<file path="src/rtl/crc_pkg.sv">
// Shared definitions for the word-wide CRC engine: FSM states, default
// polynomial-independent constants and the slice lane count.
package crc_pkg;

  localparam logic [31:0] CRC_INIT_DEFAULT   = 32'hFFFFFFFF;
  localparam logic [31:0] CRC_XOROUT_DEFAULT = 32'hFFFFFFFF;
  localparam int unsigned CRC_LANES          = 4;

  typedef enum logic [1:0] {
    IDLE = 2'd0,
    LOOK = 2'd1,
    DONE = 2'd2
  } crc_state_e;

endpackage

</file>
<file path="src/rtl/crc_xor4.sv">
// Four-input XOR reduce used to fold the per-lane slice table outputs.
module crc_xor4 #(
  parameter int unsigned W = 32
) (
  input  logic [W-1:0] a,
  input  logic [W-1:0] b,
  input  logic [W-1:0] c,
  input  logic [W-1:0] d,
  output logic [W-1:0] y
);

  assign y = a ^ b ^ c ^ d;

endmodule

</file>
<file path="src/rtl/crc_word_engine.sv">
// Word-at-a-time CRC engine using external slicing tables (one per byte lane);
// accepts one 32-bit word every two cycles and reports the CRC per frame.
module crc_word_engine
  import crc_pkg::*;
#(
  parameter logic [31:0] INIT   = CRC_INIT_DEFAULT,
  parameter logic [31:0] XOROUT = CRC_XOROUT_DEFAULT
) (
  input  logic        clk,
  input  logic        rstn,
  input  logic        clr,
  input  logic        in_valid,
  output logic        in_ready,
  input  logic [31:0] in_data,
  input  logic        in_last,
  output logic [31:0] tab_addr0,
  output logic [31:0] tab_addr1,
  output logic [31:0] tab_addr2,
  output logic [31:0] tab_addr3,
  input  logic [31:0] tab_rdata0,
  input  logic [31:0] tab_rdata1,
  input  logic [31:0] tab_rdata2,
  input  logic [31:0] tab_rdata3,
  output logic        crc_valid,
  input  logic        crc_ready,
  output logic [31:0] crc_out,
  output logic [15:0] word_cnt
);

  crc_state_e  state_q, state_d;
  logic [31:0] crc_q, crc_d;
  logic [31:0] x_q, x_d;
  logic [15:0] wcnt_q, wcnt_d;
  logic        last_q, last_d;
  logic        rdy_en_q;
  logic [31:0] fold;

  crc_xor4 #(.W(32)) u_fold (
    .a (tab_rdata0),
    .b (tab_rdata1),
    .c (tab_rdata2),
    .d (tab_rdata3),
    .y (fold)
  );

  assign tab_addr0 = {24'h0, x_q[7:0]};
  assign tab_addr1 = {24'h0, x_q[15:8]};
  assign tab_addr2 = {24'h0, x_q[23:16]};
  assign tab_addr3 = {24'h0, x_q[31:24]};

  // in_ready is held low until the first clock edge after reset release.
  assign in_ready  = rdy_en_q && (state_q == IDLE);
  assign crc_valid = (state_q == DONE);
  assign crc_out   = crc_valid ? (crc_q ^ XOROUT) : '0;
  assign word_cnt  = crc_valid ? wcnt_q : '0;

  always_comb begin
    state_d = state_q;
    crc_d   = crc_q;
    x_d     = x_q;
    wcnt_d  = wcnt_q;
    last_d  = last_q;
    if (clr) begin
      state_d = IDLE;
      crc_d   = INIT;
      x_d     = '0;
      wcnt_d  = '0;
      last_d  = 1'b0;
    end else begin
      case (state_q)
        IDLE: begin
          if (in_valid && in_ready) begin
            x_d     = crc_q ^ in_data;
            last_d  = in_last;
            wcnt_d  = (wcnt_q == '1) ? wcnt_q : wcnt_q + 16'd1;
            state_d = LOOK;
          end
        end
        LOOK: begin
          crc_d   = fold;
          state_d = last_q ? DONE : IDLE;
        end
        DONE: begin
          if (crc_ready) begin
            crc_d   = INIT;
            wcnt_d  = '0;
            state_d = IDLE;
          end
        end
        default: state_d = IDLE;
      endcase
    end
  end

  always_ff @(posedge clk or negedge rstn) begin
    if (!rstn) begin
      state_q  <= IDLE;
      crc_q    <= INIT;
      x_q      <= '0;
      wcnt_q   <= '0;
      last_q   <= 1'b0;
      rdy_en_q <= 1'b0;
    end else begin
      state_q  <= state_d;
      crc_q    <= crc_d;
      x_q      <= x_d;
      wcnt_q   <= wcnt_d;
      last_q   <= last_d;
      rdy_en_q <= 1'b1;
    end
  end

endmodule
</file>
<file path="config.mk">
export PLATFORM = sky130hd
export DESIGN_NAME = crc_word_engine
export DESIGN_NICKNAME = d
export VERILOG_FILES = /design/src/rtl/crc_pkg.sv /design/src/rtl/crc_xor4.sv /design/src/rtl/crc_word_engine.sv
export SDC_FILE = /design/constraint.sdc
export NUM_CORES = 1
export LEC_CHECK = 0
export CELL_PAD_IN_SITES_DETAIL_PLACEMENT = 1
export CELL_PAD_IN_SITES_GLOBAL_PLACEMENT = 1
export CORE_MARGIN = 2
export CORE_UTILIZATION = 24
export DETAILED_ROUTE_END_ITERATION = 7
export PLACE_DENSITY_LB_ADDON = 0.1
export SYNTH_ARGS = -nofsm -noshare
export SYNTH_HDL_FRONTEND = slang
export SYNTH_SLANG_ARGS = --single-unit
</file>
<file path="constraint.sdc">
create_clock -name clk -period 1.7 [get_ports clk]
set_input_delay 0.34 -clock clk [delete_from_list [all_inputs] [get_ports clk]]
set_output_delay 0.34 -clock clk [all_outputs]
set_load 0.01 [all_outputs]
</file>
# [Yosys cells after proc, flatten, opt, wreduce, memory -nomap -nowiden]
# Index checks and enable logic that the tools add are counted.
[word_totals] register_bits=84 latch_bits=0 ram_bits=0 rom_bits=0 inputBits=166 mem_count=0
[classes] n_addsub=1 n_mul=0 n_div=0 magnitude_cmp=0 eq_ne=6 shifts=0 mux=21 bitwise=5 n_reduce_logical=11
[ops] op="32-bit two-way mux" n=6
[ops] op="32-bit XOR" n=4
[ops] op="16-bit two-way mux" n=5
[ops] op="32-bit case mux with 2 select lines" n=1
[ops] op="32-bit inverter" n=1
[ops] op="16-bit case mux with 2 select lines" n=1
[ops] op="16-bit by 1-bit adder with 16-bit output, second input constant" n=1
[ops] op="16-bit equality test, second input constant" n=1
[ops] op="2-bit two-way mux" n=4
[ops] op="3-bit by 2-bit inequality test with 1-bit output, second input constant" n=2
[ops] op="2-bit case mux with 3 select lines" n=1
[ops] op="2-bit AND reduction" n=3
[ops] op="3-bit nonzero test" n=2
[ops] op="4-bit AND reduction" n=1
[ops] op="2-bit nonzero test" n=2
[ops] op="1-bit two-way mux" n=3
[ops] op="3-bit inequality test, second input constant" n=1
[ops] op="2-bit by 1-bit equality test with 1-bit output, second input constant" n=1
[ops] op="2-bit equality test, second input constant" n=1
[ops] op="1-bit logical AND" n=2
[ops] op="2-bit logical NOT" n=1

# [Depth between registers and ports, before layout]
# Gate-level depths: netlist of the first run.
[depth] ltp_word=6 depth_mapped=9 depth_no_buf=6

# [Modules after synthesis]
# From an unflattened synthesis of the first run, not the netlist that was laid out.
[unflattened] cells_unflattened=652 hier_area_um2=5753.0
[by_module_without_submodules] mod="crc_word_engine" n_inst=1 cells_each=556 area_each_um2=4912.2 seq_area_each_um2=2142.1
[by_module_without_submodules] mod="crc_xor4" n_inst=1 cells_each=96 area_each_um2=840.8 seq_area_each_um2=0.0

# [Least setup slack after synthesis of the first run]
# OpenSTA, ideal clock, no wires.
[synth_path] kind="flip-flop to output port" startpoint="register state_q[0]" endpoint="output port word_cnt[10]" arrival_time_ps=1370 t_required_ps=1360 slack_ps=-10 path_stages_with_launch=7 path_cell_list="dfrtp_1 > nand2b_1 > buf_2 > inv_1 > clkbuf_2 > clkbuf_1 > and2_1"
[synth_via] elab_chain_cells=2
[synth_lines] element="start, declared" line="crc_word_engine.sv:30" text="crc_state_e state_q, state_d;"
[synth_lines] element="start signal, assigned" line="crc_word_engine.sv:104" text="state_q <= state_d;"
[synth_lines] element="2-bit equality test" line="crc_word_engine.sv:53" text="assign crc_valid = (state_q == DONE);"
[synth_lines] element="via crc_valid" line="crc_word_engine.sv:24" text="output logic crc_valid,"
[synth_lines] element="16-bit two-way mux" line="crc_word_engine.sv:55" text="assign word_cnt = crc_valid ? wcnt_q : '0;"
[synth_lines] element="end, declared" line="crc_word_engine.sv:27" text="output logic [15:0] word_cnt"
# The timed path passes the listed nets, and every way through them passes these cells.

# [Worst setup path in the final report of the first run]
[layout_path] startpoint="register state_q[0]" endpoint="register wcnt_q[13]"
[layout_via] elab_chain_cells=5 word_cells_on_any_way=11
[layout_lines] element="2-bit logical NOT" line="crc_word_engine.sv:52, crc_word_engine.sv:70"
[layout_lines] element="1-bit logical AND" line="crc_word_engine.sv:52" text="assign in_ready = rdy_en_q && (state_q == IDLE);"
[layout_lines] element="1-bit logical AND" line="crc_word_engine.sv:72" text="if (in_valid && in_ready) begin"
[layout_lines] element="3-bit by 2-bit inequality test with 1-bit output (no line)"
[layout_lines] element="4-bit AND reduction (no line)"
[layout_lines] element="end signal, assigned" line="crc_word_engine.sv:107" text="wcnt_q <= wcnt_d;"
[layout_lines] element="end, declared" line="crc_word_engine.sv:33" text="logic [15:0] wcnt_q, wcnt_d;"
# Several ways; a longest one is shown, not always the timed one.
# A chain may end at the register's enable or synchronous reset.

==> results of run 1 <==
-- placed cells by master (no fill, tap or decap), types with 31 or more instances in the layout --
cell type / count
clkdlybuf4s50_1: 195
conb_1: 97
nor2_1: 93
xnor2_1: 64
xor2_1: 64
dfrtp_1: 52
buf_2: 40
a21oi_1: 36
buf_4: 35
dfstp_2: 32
a211oi_1: 31
-- critical path: cells and delay by family (launching register included) --
family	cells	cell delay (ns)
compound gates	4	0.49
buf+inv	3	0.42
flops	1	0.39
simple gates	1	0.36
-- repair_timing --
| item | in CTS | in global routing |
|---|---|---|
| setup buffers | 4 | 5 |
| resized for setup | 237 | 62 |
| endpoints found under the hold margin | 16 | 0 |
| cloned | 2 | 1 |
| hold buffers | 1 | 0 |
| setup endpoints to repair | 110 | 108 |
| pin swaps | 11 | 10 |
-- power groups by stage --
stage	sequential [uW]	clock, uW	combinational [uW]
detailed placement	2230	0	1350
CTS	2200	2240	1410
floorplan	2240	0	753
global route	2210	2330	1540
global placement	2230	0	1330
finish	2200	2150	1410
-- Yosys cell counts (all sizes together) --
| cell type | n | share of area [%] |
|---|---|---|
| conb | 2 | 0.14 |
| o21a | 3 | 0.41 |
| and4bb | 1 | 0.23 |
| clkbuf | 11 | 0.77 |
| dfstp | 32 | 15 |
| buf | 110 | 14 |
| a31oi | 4 | 0.45 |
| nor2 | 109 | 7.4 |
| inv | 3 | 0.20 |
| nand4 | 5 | 0.57 |
| dfrtp | 52 | 24 |
| and4 | 2 | 0.32 |
| a211oi | 33 | 4.6 |
| xnor2 | 64 | 10 |
| o22a | 1 | 0.16 |
| nand2b | 3 | 0.34 |
| nor3 | 2 | 0.18 |
| ha | 1 | 0.23 |
| or3 | 2 | 0.32 |
| nand2 | 12 | 0.82 |
| and3 | 2 | 0.23 |
| o21bai | 1 | 0.34 |
| nor4 | 1 | 0.11 |
| a21oi | 37 | 3.4 |
| o21ai | 22 | 2.0 |
| o41ai | 1 | 0.16 |
| o31ai | 4 | 0.54 |
| and2 | 18 | 2.0 |
| xor2 | 64 | 10 |
| nand3 | 8 | 0.73 |
-- per-layer routing --
layer / wire [um] / vias up / GRT usage, %
met1: 7210 / 2320 / 16.2
met4: 446 / 0 / 5.59
met5: 0 / - / 0
li1: - / 2377 / -
met3: 1230 / 24 / 3.19
met2: 9450 / 210 / 26.3
-- kinds of logic (layout without fill, tap and decap cells) --
| group | after synthesis | count (layout) | share of synthesized area, % |
|---|---|---|---|
| AND/OR/NAND/NOR | 165 | 165 | 13.3 |
| XOR/XNOR | 128 | 128 | 20.3 |
| buffers and inverters | 124 | 317 | 15.3 |
| AO/OA/AOI/OAI | 106 | 106 | 12.0 |
| other | 2 | 97 | 0.136 |
| flip-flops | 84 | 84 | 38.8 |
| adder cells (fa/ha/maj) | 1 | 1 | 0.227 |
-- area by class of cell --
type,instances,area (um^2)
clock inverter,7,101
timing repair buffer,298,2810
fill,2627,13900
clock buffer,9,225
sequential,84,2140
multi-input combinational,497,3110
inverter,3,13.8
tap,285,357
-- registers in the layout, summed over array words and instances (netlist names) --
| register | count |
|---|---|
| rdy_en_q | 1 |
| crc_q | 32 |
| wcnt_q | 16 |
| state_q | 2 |
| last_q | 1 |
| x_q | 32 |
-- path summary, 6_finish.rpt --
kind,depth (start not counted),to,start,slack [ns]
setup / recovery,8,wcnt_q[13]$_DFFE_PN0P_,state_q[0]$_DFFE_PN0P_,-0.08
hold / removal,2,x_q[26]$_DFFE_PN0P_,rstn,0.51
setup reg to reg,8,wcnt_q[13]$_DFFE_PN0P_,state_q[0]$_DFFE_PN0P_,-0.08
hold reg to reg,2,crc_q[21]$_DFFE_PN1P_,crc_q[21]$_DFFE_PN1P_,0.52
max in group asynchronous,3,crc_q[14]$_DFFE_PN1P_,rstn,0.55
min in group clk,3,last_q$_DFFE_PN0P_,clr,0.51
-- through the flow --
stage | total power [uW] | setup TNS [ns] | hold slack [ns]
after floorplan | 3000 | 0 | 0.0444
after global placement | 3560 | -14.42 | 0.324
after detailed placement | 3580 | -17.97 | 0.326
after CTS | 5850 | -1.19 | 0.488
after global routing | 6090 | -5.09 | 0.521
final | 5770 | -0.605 | 0.505
==> reports/results.ini, run 1 <==
[placement]
dp_slack_ns=-0.415
gp_congestion=0.738
dp_hpwl_um=14100
io_buffers=247
dp.cells=1155
place_area_mm2=0.00821

[critical_path]
worstPathCellList=buf_4, and4bb_4, a211oi_4, o21bai_4, buf_12, buf_16, o21ai_4, o31ai_2
crit_fanout=4
endpoint_kind=register
slowest_delay_ns=0.39
slowest_stage=dfrtp_1
arrival_ns=2.01
worstSetupPathType=reg2reg
start_kind=register
worstPathRequired_ns=1.92

[timing]
slew_violations=0
min_period_ns=1.78
max_freq_mhz=561
setup_slack_ns=-0.0812
grt_setup_unrepaired=yes
post-route-period-util_pct=105
setup_violations=22
skew_ns=0.00646
hold_violations=0

[logic_synthesis]
ys_warn_count=0
synth_seq_cells=84
avgSynthCellArea_um2=9.05
synthCells=610
yosysUniqueCellTypes=37
ys_seq_area_share_pct=38.8
netlist_area_mm2=0.00552

[power]
p_sw_uw=1570
peakVddDrop_uv=445
p_int_uw=4190
p_seq_share_pct=38.1
clock_power_share_pct=37.4
switching_share_pct=27.3
p_leak_uw=0.00368
combPwrFrac_pct=24.5
power_per_cell_area_mw_per_mm2=658

[run]
cap_viol_max_count=0

[grt]
antenna_found_initial=0
grt_max_degree=49
track_usage_pct=14.4
grt_pass1_vias=5244
overflow=0
grt_pass1_wl_um=27300

[outcome]
status=complete, but fails checks
violations=setup timing

[floorplan]
coreArea_mm2=0.0226
die_y_um=156
initial_core_util_pct=24.4
num_rows=55
die_area_mm2=0.0242
die_w_um=156
io_pins=344

[cells_and_area]
stdcell_area_mm2=0.00876
diodes=0
drive_gt1_share_pct=22.7
area_delta_synth_final_pct=58.7
nNetsFinal=1060
layout.core_utilization_pct=38.7
final_cells=1183

[clock_network]
cts.path.max_buffers=2
clk_pin_slew_ns=0.07
cts_tree=built
cts_made_buffers=9
root_buffer=clkbuf_16
clock_sinks=84
htree_levels=3
clk_latency_ns=0.34

[detailed_routing]
drc=0
ant_nets=0
drt_iter0_drc=159
wl_um=18300
vias=4931
dr.pass1.iters=4
detail_route.wl_per_cell_um=15.5
avgViaCountPerCell=4.17

[worst_hold_path]
hold_class=in2async

Power figures use the tool's default switching activity.
==> inputs of run 2 (changes only) <==
--- a/config.mk
+++ b/config.mk
@@ -5,12 +5,14 @@
 export SDC_FILE = /design/constraint.sdc
 export NUM_CORES = 1
 export LEC_CHECK = 0
+export CAP_MARGIN = 10
 export CELL_PAD_IN_SITES_DETAIL_PLACEMENT = 1
 export CELL_PAD_IN_SITES_GLOBAL_PLACEMENT = 1
 export CORE_MARGIN = 2
 export CORE_UTILIZATION = 24
 export DETAILED_ROUTE_END_ITERATION = 7
 export PLACE_DENSITY_LB_ADDON = 0.1
+export SKIP_CTS_REPAIR_TIMING = 1
 export SYNTH_ARGS = -nofsm -noshare
 export SYNTH_HDL_FRONTEND = slang
 export SYNTH_SLANG_ARGS = --single-unit
==> reports/results.ini, run 2 (synthesis results as in run 1) <==
[outcome]
status=complete, but fails checks
violations=setup timing

[run]
cap_viol_max_count=0

[timing]
max_freq_mhz=581
hold_violations=0
slew_violations=0
setup_slack_ns=-0.0216
skew_ns=0.00683
post-route-period-util_pct=101
setup_violations=3
grt_setup_unrepaired=yes
min_period_ns=1.72

[critical_path]
worstSetupPathType=reg2reg
reg2reg_to=wcnt_q[12]$_DFFE_PN0P_
crit_cells=7
r2r_start=wcnt_q[1]$_DFFE_PN0P_
startpoint=wcnt_q[1]$_DFFE_PN0P_
reg2reg_slack_ns=-0.02
endpoint=wcnt_q[12]$_DFFE_PN0P_
worstPathCellList=ha_2, nand3_2, or3_4, o21bai_4, buf_12, nand2b_1, o21a_1
crit_buf_inv=1
endpoint_kind=register
slowest_delay_ns=0.43
crit_family=simple AND/OR/NAND/NOR gates
arrival_ns=2.00
worstPathRequired_ns=1.98
crit_fanout=17
ff2ff_path_depth=7
start_kind=register
slowest_stage=or3_4

[cells_and_area]
final_common_cell=clkdlybuf4s50_1
stdcell_area_mm2=0.00852
area_delta_synth_final_pct=54.3
layout.core_utilization_pct=37.6
reg.largest.list=crc_q (32), x_q (32), wcnt_q (16)
nNetsFinal=1050
drive_gt1_share_pct=20.2
fillers=2646
diodes=0
final_cell_mix=clkdlybuf4s50_1 (195), conb_1 (97), nor2_1 (88)
final_cells=1173

[detailed_routing]
drc=0
vias=4830
drt_iter0_drc=145
detail_route.wl_per_cell_um=15.2
wl_um=17800
avgViaCountPerCell=4.12
dr.pass1.iters=4
ant_nets=0

[power]
p_sw_uw=1550
switching_share_pct=27.1
power_per_cell_area_mw_per_mm2=672
peakVddDrop_uv=453
power_uw=5720
clock_power_share_pct=37.6
p_leak_uw=0.00360
combPwrFrac_pct=24.0
p_seq_share_pct=38.4
p_int_uw=4170

[grt]
grt_pass1_vias=5203
grt_max_degree=49
track_usage_pct=14.1
antenna_found_initial=0
overflow=0
grt_pass1_wl_um=26800

[clock_network]
cts_made_buffers=9
clk_pin_slew_ns=0.07
htree_levels=3
clock_sinks=84
root_buffer=clkbuf_16
cts.path.max_buffers=2
clk_latency_ns=0.34
cts_tree=built

[worst_hold_path]
hold_class=in2reg

[placement]
gp_congestion=0.738
place_area_mm2=0.00821
dp_hpwl_um=14100
io_buffers=247
dp.cells=1155
dp_slack_ns=-0.415

[floorplan]
initial_core_util_pct=24.4
die_y_um=156
num_rows=55
coreArea_mm2=0.0226
die_area_mm2=0.0242
die_w_um=156
io_pins=344

## run 2: cell types whose count changed in the layout (fill, tap and decap cells not counted), moves of 3 or more
cell and delta:
nor2_1 -5, clkbuf_2 +8, and2_4 -7, buf_4 -3, and2_1 +7, o21ai_1 +6
buf_6 -11, nor2_2 +7, o21ai_2 -5
## run 2: area by class of cell
cell class | instances | area, um^2 | share of cell area [%]
clock buffers | 9 | 225 | 2.64
clock inverters | 7 | 101 | 1.19
inverters | 3 | 11.3 | 0.132
multi-input cells | 497 | 3040 | 35.7
flip-flops and latches | 84 | 2140 | 25.1
well taps | 285 | 357 | 4.18
repair buffers | 288 | 2650 | 31.1
## run 2: metrics by stage
| step | hold WS, ns | TNS, ns |
|---|---|---|
| 5_1_grt | 0.528 | -2.20 |
| 4_1_cts | -0.0483 | -28.04 |
| 3_3_place_gp | 0.324 | -14.42 |
| 6_report | 0.504 | -0.0330 |
| 3_5_place_dp | 0.326 | -17.97 |
| 2_1_floorplan | 0.0444 | 0 |
## run 2: routing by layer
metal / part of all wire [%] / routed length (um) / track usage (%)
met1: 40 / 7060 / 15.8
met2: 51 / 9130 / 26.1
met3: 6.8 / 1210 / 3.44
met4: 2.2 / 386 / 5.02
met5: 0 / 0 / 0
## run 2: worst register-to-register path, delay by kind of cell, from the launching register on
family	cells	cell delay (ns)
buffers and inverters	1	0.17
AO/OA/AOI/OAI	2	0.29
adder cells (fa/ha/maj)	1	0.20
AND/OR/NAND/NOR	3	0.65
flip-flops	1	0.36
## run 2: power by group through the flow
stage	Clock [uW]	Sequential (uW)	Combinational, uW
floorplan	0	2240	753
global placement	0	2230	1330
detailed placement	0	2230	1350
CTS	2240	2200	1360
global route	2320	2210	1500
finish	2150	2200	1370
## run 2: how the worst min path moves through the flow
stage / start / endpoint / slack [ns] / cells after the start
global placement: rstn / x_q[26]$_DFFE_PN0P_ / 0.32 / 1
floorplan: rstn / last_q$_DFFE_PN0P_ / 0.04 / 0
detailed placement: rstn / x_q[26]$_DFFE_PN0P_ / 0.33 / 1
finish: clr / state_q[1]$_DFFE_PN0P_ / 0.50 / 3
CTS: rstn / x_q[24]$_DFFE_PN0P_ / -0.05 / 1
global route: rstn / x_q[26]$_DFFE_PN0P_ / 0.53 / 2
